`config.mk`:
```
export PLATFORM = sky130hd
export DESIGN_NAME = owt_rx_frame_ctrl
export DESIGN_NICKNAME = d
export VERILOG_FILES = /design/src/rtl/owt_rx_frame_ctrl.sv
export SDC_FILE = /design/constraint.sdc
export NUM_CORES = 1
export LEC_CHECK = 0
export BUFFER_PORTS_ARGS = -buffer_cell sky130_fd_sc_hd__buf_2
export CAP_MARGIN = 10
export CORE_ASPECT_RATIO = 0.6
export CORE_MARGIN = 5
export CORE_UTILIZATION = 45
export CTS_CLUSTER_DIAMETER = 100
export DETAILED_ROUTE_END_ITERATION = 6
export GPL_ROUTABILITY_DRIVEN = 0
export SYNTH_ARGS = -nofsm -noshare
export SYNTH_HDL_FRONTEND = slang
export SYNTH_SLANG_ARGS = --single-unit
```
`constraint.sdc`:
```
create_clock -name i_clk -period 2.8 [get_ports i_clk]
set_input_delay 0.84 -clock i_clk [delete_from_list [all_inputs] [get_ports i_clk]]
set_output_delay 0.84 -clock i_clk [all_outputs]
set_load 0.01 [all_outputs]
```
`src/rtl/owt_rx_frame_ctrl.sv`:
```
// Frame-level receive sequencer: preamble hunt, MSB-first payload assembly,
// even-parity check and inter-symbol timeout, one result pulse per frame or abort.
module owt_rx_frame_ctrl #(
    parameter int                DATA_W   = 16,
    parameter int                SYNC_LEN = 4,
    parameter int                TMO_W    = 12,
    parameter logic [TMO_W-1:0]  TMO_TH   = TMO_W'(2000)
) (
    input  logic              i_clk,
    input  logic              i_rst,
    input  logic              i_en,
    input  logic              i_sym_vld,
    input  logic              i_sym_data,
    output logic              o_frm_vld,
    output logic [DATA_W-1:0] o_frm_data,
    output logic [1:0]        o_frm_err,
    output logic              o_busy
);

    localparam int BIT_W  = $clog2(DATA_W + 1);
    localparam int ONES_W = $clog2(SYNC_LEN + 1);

    localparam logic [1:0] ERR_OK     = 2'd0;
    localparam logic [1:0] ERR_PARITY = 2'd1;
    localparam logic [1:0] ERR_TMO    = 2'd2;

    typedef enum logic [1:0] {
        IDLE   = 2'd0,
        SYNC   = 2'd1,
        DATA   = 2'd2,
        PARITY = 2'd3
    } state_t;

    state_t              state_reg;
    logic [ONES_W-1:0]   ones_cnt_reg;
    logic [BIT_W-1:0]    bit_cnt_reg;
    logic [TMO_W-1:0]    gap_cnt_reg;
    logic [DATA_W-1:0]   shreg_reg;
    logic                frm_vld_reg;
    logic [DATA_W-1:0]   frm_data_reg;
    logic [1:0]          frm_err_reg;
    logic                busy_reg;

    // Even parity across payload and parity bit: any odd total is an error.
    logic perr;
    assign perr = i_sym_data ^ (^shreg_reg);

    always_ff @(posedge i_clk) begin
        if (i_rst) begin
            state_reg    <= IDLE;
            ones_cnt_reg <= '0;
            bit_cnt_reg  <= '0;
            gap_cnt_reg  <= '0;
            shreg_reg    <= '0;
            frm_vld_reg  <= 1'b0;
            frm_data_reg <= '0;
            frm_err_reg  <= ERR_OK;
            busy_reg     <= 1'b0;
        end else begin
            frm_vld_reg <= 1'b0;
            if (!i_en) begin
                // Enable dominates every other event: drop the frame silently.
                state_reg    <= IDLE;
                busy_reg     <= 1'b0;
                ones_cnt_reg <= '0;
                bit_cnt_reg  <= '0;
                gap_cnt_reg  <= '0;
            end else begin
                case (state_reg)
                    IDLE: begin
                        state_reg    <= SYNC;
                        ones_cnt_reg <= '0;
                    end
                    SYNC: begin
                        if (i_sym_vld) begin
                            if (i_sym_data) begin
                                if (ones_cnt_reg < ONES_W'(SYNC_LEN))
                                    ones_cnt_reg <= ones_cnt_reg + ONES_W'(1);
                            end else if (ones_cnt_reg >= ONES_W'(SYNC_LEN)) begin
                                // Start bit: consumed here, never stored.
                                state_reg   <= DATA;
                                busy_reg    <= 1'b1;
                                bit_cnt_reg <= '0;
                                gap_cnt_reg <= '0;
                                shreg_reg   <= '0;
                            end else begin
                                ones_cnt_reg <= '0;
                            end
                        end
                    end
                    DATA, PARITY: begin
                        if (i_sym_vld) begin
                            gap_cnt_reg <= '0;
                            if (state_reg == DATA) begin
                                shreg_reg   <= {shreg_reg[DATA_W-2:0], i_sym_data};
                                bit_cnt_reg <= bit_cnt_reg + BIT_W'(1);
                                if (bit_cnt_reg == BIT_W'(DATA_W - 1))
                                    state_reg <= PARITY;
                            end else begin
                                frm_vld_reg  <= 1'b1;
                                frm_data_reg <= shreg_reg;
                                frm_err_reg  <= perr ? ERR_PARITY : ERR_OK;
                                state_reg    <= SYNC;
                                busy_reg     <= 1'b0;
                                ones_cnt_reg <= '0;
                            end
                        end else if (gap_cnt_reg == TMO_TH - TMO_W'(1)) begin
                            // Gap reaches the threshold this edge; a symbol on
                            // this same edge would have taken the branch above.
                            gap_cnt_reg  <= TMO_TH;
                            frm_vld_reg  <= 1'b1;
                            frm_data_reg <= shreg_reg;
                            frm_err_reg  <= ERR_TMO;
                            state_reg    <= SYNC;
                            busy_reg     <= 1'b0;
                            ones_cnt_reg <= '0;
                        end else if (gap_cnt_reg < TMO_TH) begin
                            gap_cnt_reg <= gap_cnt_reg + TMO_W'(1);
                        end
                    end
                    default: begin
                        state_reg <= IDLE;
                        busy_reg  <= 1'b0;
                    end
                endcase
            end
        end
    end

    assign o_frm_vld  = frm_vld_reg;
    assign o_frm_data = frm_data_reg;
    assign o_frm_err  = frm_err_reg;
    assign o_busy     = busy_reg;

endmodule

```
# After elaboration in Yosys (flattened, before gate mapping)
# Index checks and enable logic that the tools add are counted.
classes:
  addsub: 3
  order_cmp: 3
  eq_ne: 17
  n_mux: 52
  n_bitwise: 3
  reduce_logical: 14
op_table:
  columns: ["operator", "n"]
  rows:
  - ["$mux W16", 8]
  - ["$mux W12", 6]
  - ["$pmux W16 S2", 1]
  - ["$mux W5", 5]
  - ["$pmux W12 S2", 1]
  - ["$mux W3", 7]
  - ["$mux W2", 10]
  - ["$reduce_xor A16 Y1", 1]
  - ["$reduce_and A5 Y1", 3]
  - ["$add A12 B1 Y12 const B", 1]
  - ["$eq A12 B11 Y1 const B", 1]
  - ["$lt A12 B11 Y1 const B", 1]
  - ["$ne A2 B2 Y1 const B", 6]
  - ["$ne A3 B3 Y1 const B", 4]
  - ["$reduce_and A6 Y1", 2]
  - ["$mux W1", 10]
  - ["$pmux W5 S2", 1]
  - ["$pmux W3 S3", 1]
  - ["$ne A4 B4 Y1 const B", 2]
  - ["$reduce_and A7 Y1", 1]
  - ["$pmux W2 S3", 1]
  - ["$add A5 B1 Y5 const B", 1]
  - ["$eq A5 B4 Y1 const B", 1]
  - ["$eq A2 B2 Y1 const B", 2]
  - ["12 further kinds", 15]
totals:
  reg_bits: 58
  in_bits: 5
  output_inout_bits: 20
  wordCells: 101

# Logic depth before layout (Yosys ltp)
# Gate-level depths: netlist (run 1).
logic_depth:
  ltp_word: 5
  ltp_mapped: 9
  ltp_nobuf: 7

# Least setup slack after synthesis (run 1)
# OpenSTA, ideal clock, no wires.
synth_path:
  path_kind: "in2reg"
  startpoint: "in i_sym_data"
  endpoint: "reg bit_cnt_reg[3]"
  setup_ps: 70
  arrival_time_ps: 2058
  setup_slack_ps: 672
  cell_stages: 6
  n_path_buf: 1
  cell_sequence: "nand3b_1 -> o21a_1 -> nand2b_1 -> clkbuf_1 -> or4_1 -> a21oi_1"
synth_between:
  elab_chain_cells: 2
synth_lines:
  columns: ["element", "line", "source"]
  rows:
  - ["start, declared", "13", "input logic i_sym_data,"]
  - ["$ne A2 B2 Y1 (no line)", null, null]
  - ["$reduce_and A6 Y1 (no line)", null, null]
  - ["end signal, assigned", "96", "bit_cnt_reg <= bit_cnt_reg + BIT_W'(1);"]
  - ["end, declared", "36", "logic [BIT_W-1:0] bit_cnt_reg;"]
# No other way between the ends.
# A chain may end at the register's enable or synchronous reset.

# Worst setup path after layout (run 1)
layout_path:
  startpoint: "reg state_reg[0]"
  endpoint: "reg gap_cnt_reg[5]"
layout_between:
  elab_chain_cells: 4
  word_cells_on_any_way: 11
layout_lines:
  columns: ["element", "line", "source"]
  rows:
  - ["start, declared", "34", "state_t state_reg;"]
  - ["start signal, assigned", "50", "state_reg <= IDLE;"]
  - ["start signal, assigned", "63", "state_reg <= IDLE;"]
  - ["start signal, assigned", "71", "state_reg <= SYNC;"]
  - ["$eq A2 B2 Y1", "69", "case (state_reg)"]
  - ["$reduce_or A2 Y1", "69", null]
  - ["$ne A4 B4 Y1 (no line) or $reduce_bool A2 Y1 (tied branches)", null, null]
  - ["$reduce_and A5 Y1 (no line)", null, null]
  - ["end signal, assigned", "118", "gap_cnt_reg <= gap_cnt_reg + TMO_W'(1);"]
  - ["end, declared", "37", "logic [TMO_W-1:0] gap_cnt_reg;"]
# Several ways; a longest one is shown, not always the timed one.

==> metrics.md, run 1 <==
| Metric | Value |
|---|---|
| TritonCTS clock tree | yes |
| RSZ-0062 raised after global routing | no |
| Share of post-route cells with drive strength above 1 | 14.68% |
| Most frequent cells after synthesis | dfxtp_1 (58), nor2_1 (51), mux2i_1 (19) |
| Slowest cell on the critical path | a2111oi_0 |
| Kind of critical path | reg -> reg |
| Vias | 2189 |
| Hold Violations, Final | 0 |
| Final Total Pwr | between 0.0015 and 0.002 W |
| Cts bufs inserted | 9 |
| Grt ovf | 0 |
| Fmax | about 0.43 GHz |
| DIE AREA | around 7600 µm² |
| Initial antenna violation count | 0 |
| DIE WIDTH | 109.1 µm |
| Total Wirelength | 5947 µm |
| MaxCap Viol Count | 0 |
| Synth top area share | a little over two fifths |
| WP buf/inv | 1 |
| Max-Slew Margin vs Limit | 57.39% |
| Crit path max-delay family | simple AND/OR/NAND/NOR gates |
| First-pass GRT wire length | 9839 µm |
| Fin nets | 337 |
| Seq/Total Area, Yosys | 43.79% |
| CTS resizes | 0 |
| Worst-path maximum fanout | 7 |
| GR Util All Layers | 16.66% |
| Slowest stage delay, CP | about 600 ps |
| WP data arrival | 2530 ps |
| DR WL/cell | around 15 µm |
| Most frequent CP cell | nor2_1 |
| Largest cells by area after synthesis | dfxtp_1 (44%), nor2_1 (7.2%), mux2i_1 (7.2%) |
| Drt first pass iters | 5 |
| Worst path cell trace | inv_1 > ha_1 > nor2_1 > nor2_1 > a2111oi_0 > xnor2_1 > nor2_1 |
| Clk slew on worst S/H paths | 70 ps |
| Yosys warns | 0 |
| Syn Std Cell Area | 2651 µm² |
| Synth Instances | 294 |
| Clk buf depth | 2 |
| Met1 usage | 27.89% |
| Dpl hpwl | 4098 µm |
| Startpoint types | register |
| Global Route met3 Usage | 5.395% |
| Ys async rst share | 0% |
| Predominant post-synthesis flop cell | dfxtp_1 |
| Final setup violation count | 0 |
| PortBufs | 24 |
| Peak supply drop | 0.2922 mV |
| Worst hold path class | reg -> reg |
| GR peak layer | met1 |
| CTS sink count | 58 |
| Core Footprint | 5649 µm² |
| Final slew viol count | 0 |
| Worst Tran Pin Value | roughly 630 ps |
| Met2 GRT Util | 18.78% |
| Nature of the critical path endpoint | register |
| Mean area per synthesized cell | 9.018 µm² |
| Leakage | 1.155 nW |
| Initial drt markers | 174 |
| Fin crit period | between 2000 and 2500 ps |
| Area Growth Syn to Fin | 14.11% |
| IO Pins | 25 |
| Die height | roughly 69 µm |
| Synth cell types | 41 |
| Tcrit/Tclk final | between 80 and 90% |
| # Post-CTS Setup Buffers | 0 |
| Initial core utilization | about 47% |
| Number of synthesized flops with an enable pin | 0 |
| Outcome | completed |
| Antenna Cells | 0 |
| Worst skew pair latency | 330 ps |
| Hold Buf Count CTS | 0 |
| Detail Route Antenna Nets | 0 |
| H-tree depth | 3 |
| Setup TNS Final | 0 ps |
| Num rows | 21 |
| Final Skew | between 8 and 9 ps |
| Yosys top cell by area | dfxtp_1 |
| Largest net degree at the start of global routing | 35 |
| Critical path required time | approximately 3000 ps |
| Most common cell in the netlist | dfxtp_1 |
| Clock Tree Root | clkbuf_8 |
| # DRC | 0 |
| Vias per inst | 5.378 |
| Syn nets | 308 |
| Register bit count reported by yosys | 58 |
| Vias in the first global route | 1876 |
| Pwr Density | 517.9 nW/µm² |
layout make-up:
cell class	count	area (µm²)
repair buffers	30	165.2
well taps	80	100.1
flip-flops and latches	58	1161
inverters	7	26.28
fillers	540	2624
clock inverters	6	35.03
clock buffers	9	123.9
multi-input cells	217	1414
logic make-up after synthesis:
kind of cell / share of synthesized area [%]
adder cells (fa/ha/maj): 4.247
flip-flops: 43.79
XOR/XNOR: 6.324
AO/OA/AOI/OAI: 15.24
multiplexers: 7.173
buffers and inverters: 2.879
AND/OR/NAND/NOR: 20.34
metal layers:
metal,part of all wire [%],up-vias
li1,-,1105
met1,58,1016
met2,35,64
met3,6.4,4
met4,0.77,0
met5,0,-
path summary, 6_finish.rpt:
check | endpoint | startpoint | slack, ps | cells past startpoint
hold / removal | bit_cnt_reg[4]$_SDFFE_PP0P_ | bit_cnt_reg[4]$_SDFFE_PP0P_ | 460 | 2
setup / recovery | gap_cnt_reg[5]$_SDFFE_PP0P_ | state_reg[0]$_SDFFE_PP0P_ | 470 | 7
setup reg to reg | gap_cnt_reg[5]$_SDFFE_PP0P_ | state_reg[0]$_SDFFE_PP0P_ | 470 | 7
hold reg to reg | bit_cnt_reg[4]$_SDFFE_PP0P_ | bit_cnt_reg[4]$_SDFFE_PP0P_ | 460 | 2
worst register-to-register path: stages, from the launching register on:
cell and delay (ps):
dfxtp_1 390, inv_1 130, ha_1 280, nor2_1 360
nor2_1 200, a2111oi_0 600, xnor2_1 190, nor2_1 60
layout by cell type (no fill, tap or decap), drive strengths merged, types with 3 or more instances in the layout:
master | synthesis | layout
nand4 | 3 | 3
clkbuf | 10 | 9
or4 | 4 | 4
mux2i | 19 | 19
xnor2 | 11 | 11
o21ai | 13 | 13
inv | 7 | 7
nor2b | 3 | 3
nand2 | 18 | 18
o21a | 3 | 3
nor3 | 3 | 3
nand3 | 7 | 7
ha | 9 | 9
buf | 2 | 30
a22oi | 16 | 16
or3 | 3 | 3
clkinv | 0 | 4
a21o | 3 | 3
dfxtp | 58 | 58
a31oi | 3 | 3
xor2 | 3 | 3
nor2 | 51 | 51
nand3b | 5 | 5
a21oi | 17 | 17
report_power, final:
part	internal [W]	leakage, nW	switching, W
Clock	0.000309	0.0806	0.000335
Combinational	0.0000293	0.607	0.0000621
Sequential	0.000828	0.467	0.00000393
metrics by stage:
| step | worst slack [ps] | utilization [%] | area [µm²] | cells | hold slack, ps |
|---|---|---|---|---|---|
| floorplan | 672.3 | - | 2651 | 294 | 431.9 |
| global placement | 461.0 | 50.74 | 2867 | 392 | 441.2 |
| detailed placement | 402.7 | 50.74 | 2867 | 392 | 451.1 |
| CTS | 477.7 | 53.55 | 3025 | 407 | 458.6 |
| global route | 207.5 | 53.55 | 3025 | 407 | 501.6 |
| finish | 469.2 | 53.55 | 3025 | 407 | 458.2 |
No activity file was read; power rests on OpenSTA's default activity.
==> run 2: changes to the inputs <==
--- a/config.mk
+++ b/config.mk
@@ -13,6 +13,7 @@
 export CTS_CLUSTER_DIAMETER = 100
 export DETAILED_ROUTE_END_ITERATION = 6
 export GPL_ROUTABILITY_DRIVEN = 0
+export PLACE_DENSITY = 0.66
 export SYNTH_ARGS = -nofsm -noshare
 export SYNTH_HDL_FRONTEND = slang
 export SYNTH_SLANG_ARGS = --single-unit
==> constraint.sdc (replaced) <==
create_clock -name i_clk -period 1.9 [get_ports i_clk]
set_input_delay 0.57 -clock i_clk [delete_from_list [all_inputs] [get_ports i_clk]]
set_output_delay 0.57 -clock i_clk [all_outputs]
set_load 0.01 [all_outputs]
==> run 2 against run 1 <==
  * Via count is 5.4% higher
  * Final area is 9.4% higher
  * Cell count is 7.4% higher
  * Worst setup slack worse by 420 ps
  * Critical path depth is 2 lower
  * Maximum frequency is 26% higher
  * Highest routed layer unchanged
==> metrics.md, run 2 (synthesis gave the netlist of run 1 again) <==
| Metric | Value |
|---|---|
| Vias | 2308 (+5.4%) |
| Hold Violations, Final | 0 (unchanged) |
| Fmax | 0.5400 GHz (+26%) |
| MaxCap Viol Count | 0 (unchanged) |
| GR Util All Layers | 17.56% (+0.90 points) |
| Worst skew pair latency | 340 ps (about the same) |
| Slowest stage delay, CP | 530 ps (-70 ps) |
| Vias in the first global route | 2047 (+9.1%) |
| Final core area utilization | 58.58% (+5.0 points) |
| Most frequent cells in the layout | dfxtp_1 (57), nor2_1 (49), buf_4 (34), buf_2 (24), mux2i_1 (19) |
| Num rows | 21 (unchanged) |
| Share of post-route cells with drive strength above 1 | 25.21% (+11 points) |
| Crit path max-delay family | simple AND/OR/NAND/NOR gates |
| Critical path required time | 2160 ps (-840 ps) |
| Antenna Cells | 0 (unchanged) |
| Clk buf depth | 2 (unchanged) |
| Final setup margin | 48.26 ps (-421.0 ps) |
| Tcrit/Tclk final | 97.46% (+14 points) |
| Fin crit period | 1852 ps (-479.0 ps) |
| Detail Route Antenna Nets | 0 (unchanged) |
| R2r endpoint | gap_cnt_reg[9]$_SDFFE_PP0P_ |
| Worst Min Path Start | bit_cnt_reg[4]$_SDFFE_PP0P_ |
| Clock Tree Root | clkbuf_8 |
| Startpoint types | register |
| Clk slew on worst S/H paths | 60 ps (about the same) |
| Worst-path maximum fanout | 3 (-4) |
| WP data arrival | 2110 ps (-420 ps) |
| TritonCTS clock tree | yes |
| Slowest cell on the critical path | or4_4 |
| Peak supply drop | 0.4118 mV (+41%) |
| Vias per inst | 5.281 (-1.8%) |
| Final slew viol count | 0 (unchanged) |
| Hold Buf Count CTS | 0 (unchanged) |
| R2R Path Start | gap_cnt_reg[9]$_SDFFE_PP0P_ |
| Nature of the critical path endpoint | register |
| IO Pins | 25 (unchanged) |
| WP buf/inv | 0 (-1) |
| RSZ-0062 raised after global routing | yes |
| Flop-to-flop setup slack | 50 ps (-420 ps) |
| Worst hold path class | reg -> reg |
| DIE WIDTH | 109.1 µm (unchanged) |
| First-pass GRT wire length | 10230 µm (+4.0%) |
| Initial drt markers | 149 (-14%) |
| Die height | 69.46 µm (unchanged) |
| Cts bufs inserted | 9 (unchanged) |
| # Post-CTS Setup Buffers | 0 (unchanged) |
| Max-Slew Margin vs Limit | 69.75% (+12 points) |
| Fin nets | 366 (+8.6%) |
| Core Footprint | 5649 µm² (unchanged) |
| Final Skew | 6.586 ps (-2.407 ps) |
| Total Wirelength | 6302 µm (+6.0%) |
| Initial antenna violation count | 0 (unchanged) |
| Final Total Pwr | 0.002392 W (+53%) |
| Worst Hold End | bit_cnt_reg[4]$_SDFFE_PP0P_ |
| Leakage | 1.312 nW (+14%) |
| Pwr Density | 722.9 nW/µm² (+40%) |
| PortBufs | 24 (unchanged) |
| Dpl hpwl | 4438 µm (+8.3%) |
| H-tree depth | 3 (unchanged) |
| Kind of critical path | reg -> reg |
| Grt ovf | 0 (unchanged) |
| CTS sink count | 58 (unchanged) |
| CP startpoint | gap_cnt_reg[9]$_SDFFE_PP0P_ |
| Hold-critical path depth | 2 (unchanged) |
| Worst Tran Pin Value | 450.4 ps (-182.1 ps) |
| Largest net degree at the start of global routing | 25 (-29%) |
| Initial core utilization | 46.93% (unchanged) |
| DR WL/cell | 14.42 µm (-1.3%) |
| Drt first pass iters | 4 (-1) |
| DIE AREA | 7577 µm² (unchanged) |
| Outcome | completed |
| Worst path cell trace | and4_4 > a21o_1 > or4_4 > or4_1 > a31oi_1 |
| Setup WS pre-CTS | -125.2 ps (-527.9 ps) |
| Area Growth Syn to Fin | 24.82% |
| # DRC | 0 (unchanged) |
| Final setup violation count | 0 (unchanged) |
| R2r worst-path depth | 5 (-2) |
| Commonest non-fill, non-tap cell in the layout | dfxtp_1 |
-- run 2: where the power goes --
group,total (W),switching [W],internal [W]
Combinational,0.000177,0.000103,0.0000732
Clock,0.000990,0.000489,0.000501
Sequential,0.00123,0.00000433,0.00122
Total,0.00239,0.000597,0.00180
-- run 2: area by class of cell --
type,count,area [µm²]
clock inverters,5,30.03
fillers,524,2340
flip-flops and latches,58,1162
multi-input cells,217,1454
repair buffers,59,395.4
inverters,7,26.28
well taps,80,100.1
clock buffers,11,141.4
-- run 2: worst register-to-register path: stages (launching register included) --
cell     delay [ps]
dfxtp_1         310
and4_4          210
a21o_1          190
or4_4           540
or4_1           400
a31oi_1         140
-- run 2: what timing repair did --
item / 4_1_cts / 5_1_grt
gates resized for setup: 3 / 15
endpoints found under the setup margin: 3 / 19
pin swaps: 0 / 3
-- run 2: worst max-delay path by stage --
stage,depth (start not counted),to
after CTS,7,ones_cnt_reg[1]$_SDFFE_PP0P_
after detailed placement,6,bit_cnt_reg[3]$_SDFFE_PP0P_
after global placement,6,bit_cnt_reg[3]$_SDFFE_PP0P_
final,5,gap_cnt_reg[9]$_SDFFE_PP0P_
after global routing,5,gap_cnt_reg[9]$_SDFFE_PP0P_
after floorplan,9,o_frm_data[10]$_SDFFE_PP0P_
-- run 2: per-layer routing --
layer | routed length, µm | global-route usage [%]
met5 | 0 | 0
met4 | 55 | 6.303
met3 | 345 | 6.512
met2 | 2441 | 21.29
met1 | 3460 | 27.23
-- run 2: per-stage QoR --
stage / hold WS, ps / std cells / area, µm² / TNS (ps)
2_1_floorplan: 431.9 / 294 / 2660 / 0
3_3_place_gp: 450.8 / 421 / 3099 / -212.7
3_5_place_dp: 453.9 / 421 / 3099 / -482.4
4_1_cts: 462.9 / 437 / 3274 / 0
5_1_grt: 499.7 / 437 / 3309 / -16.96
6_report: 456.2 / 437 / 3309 / 0
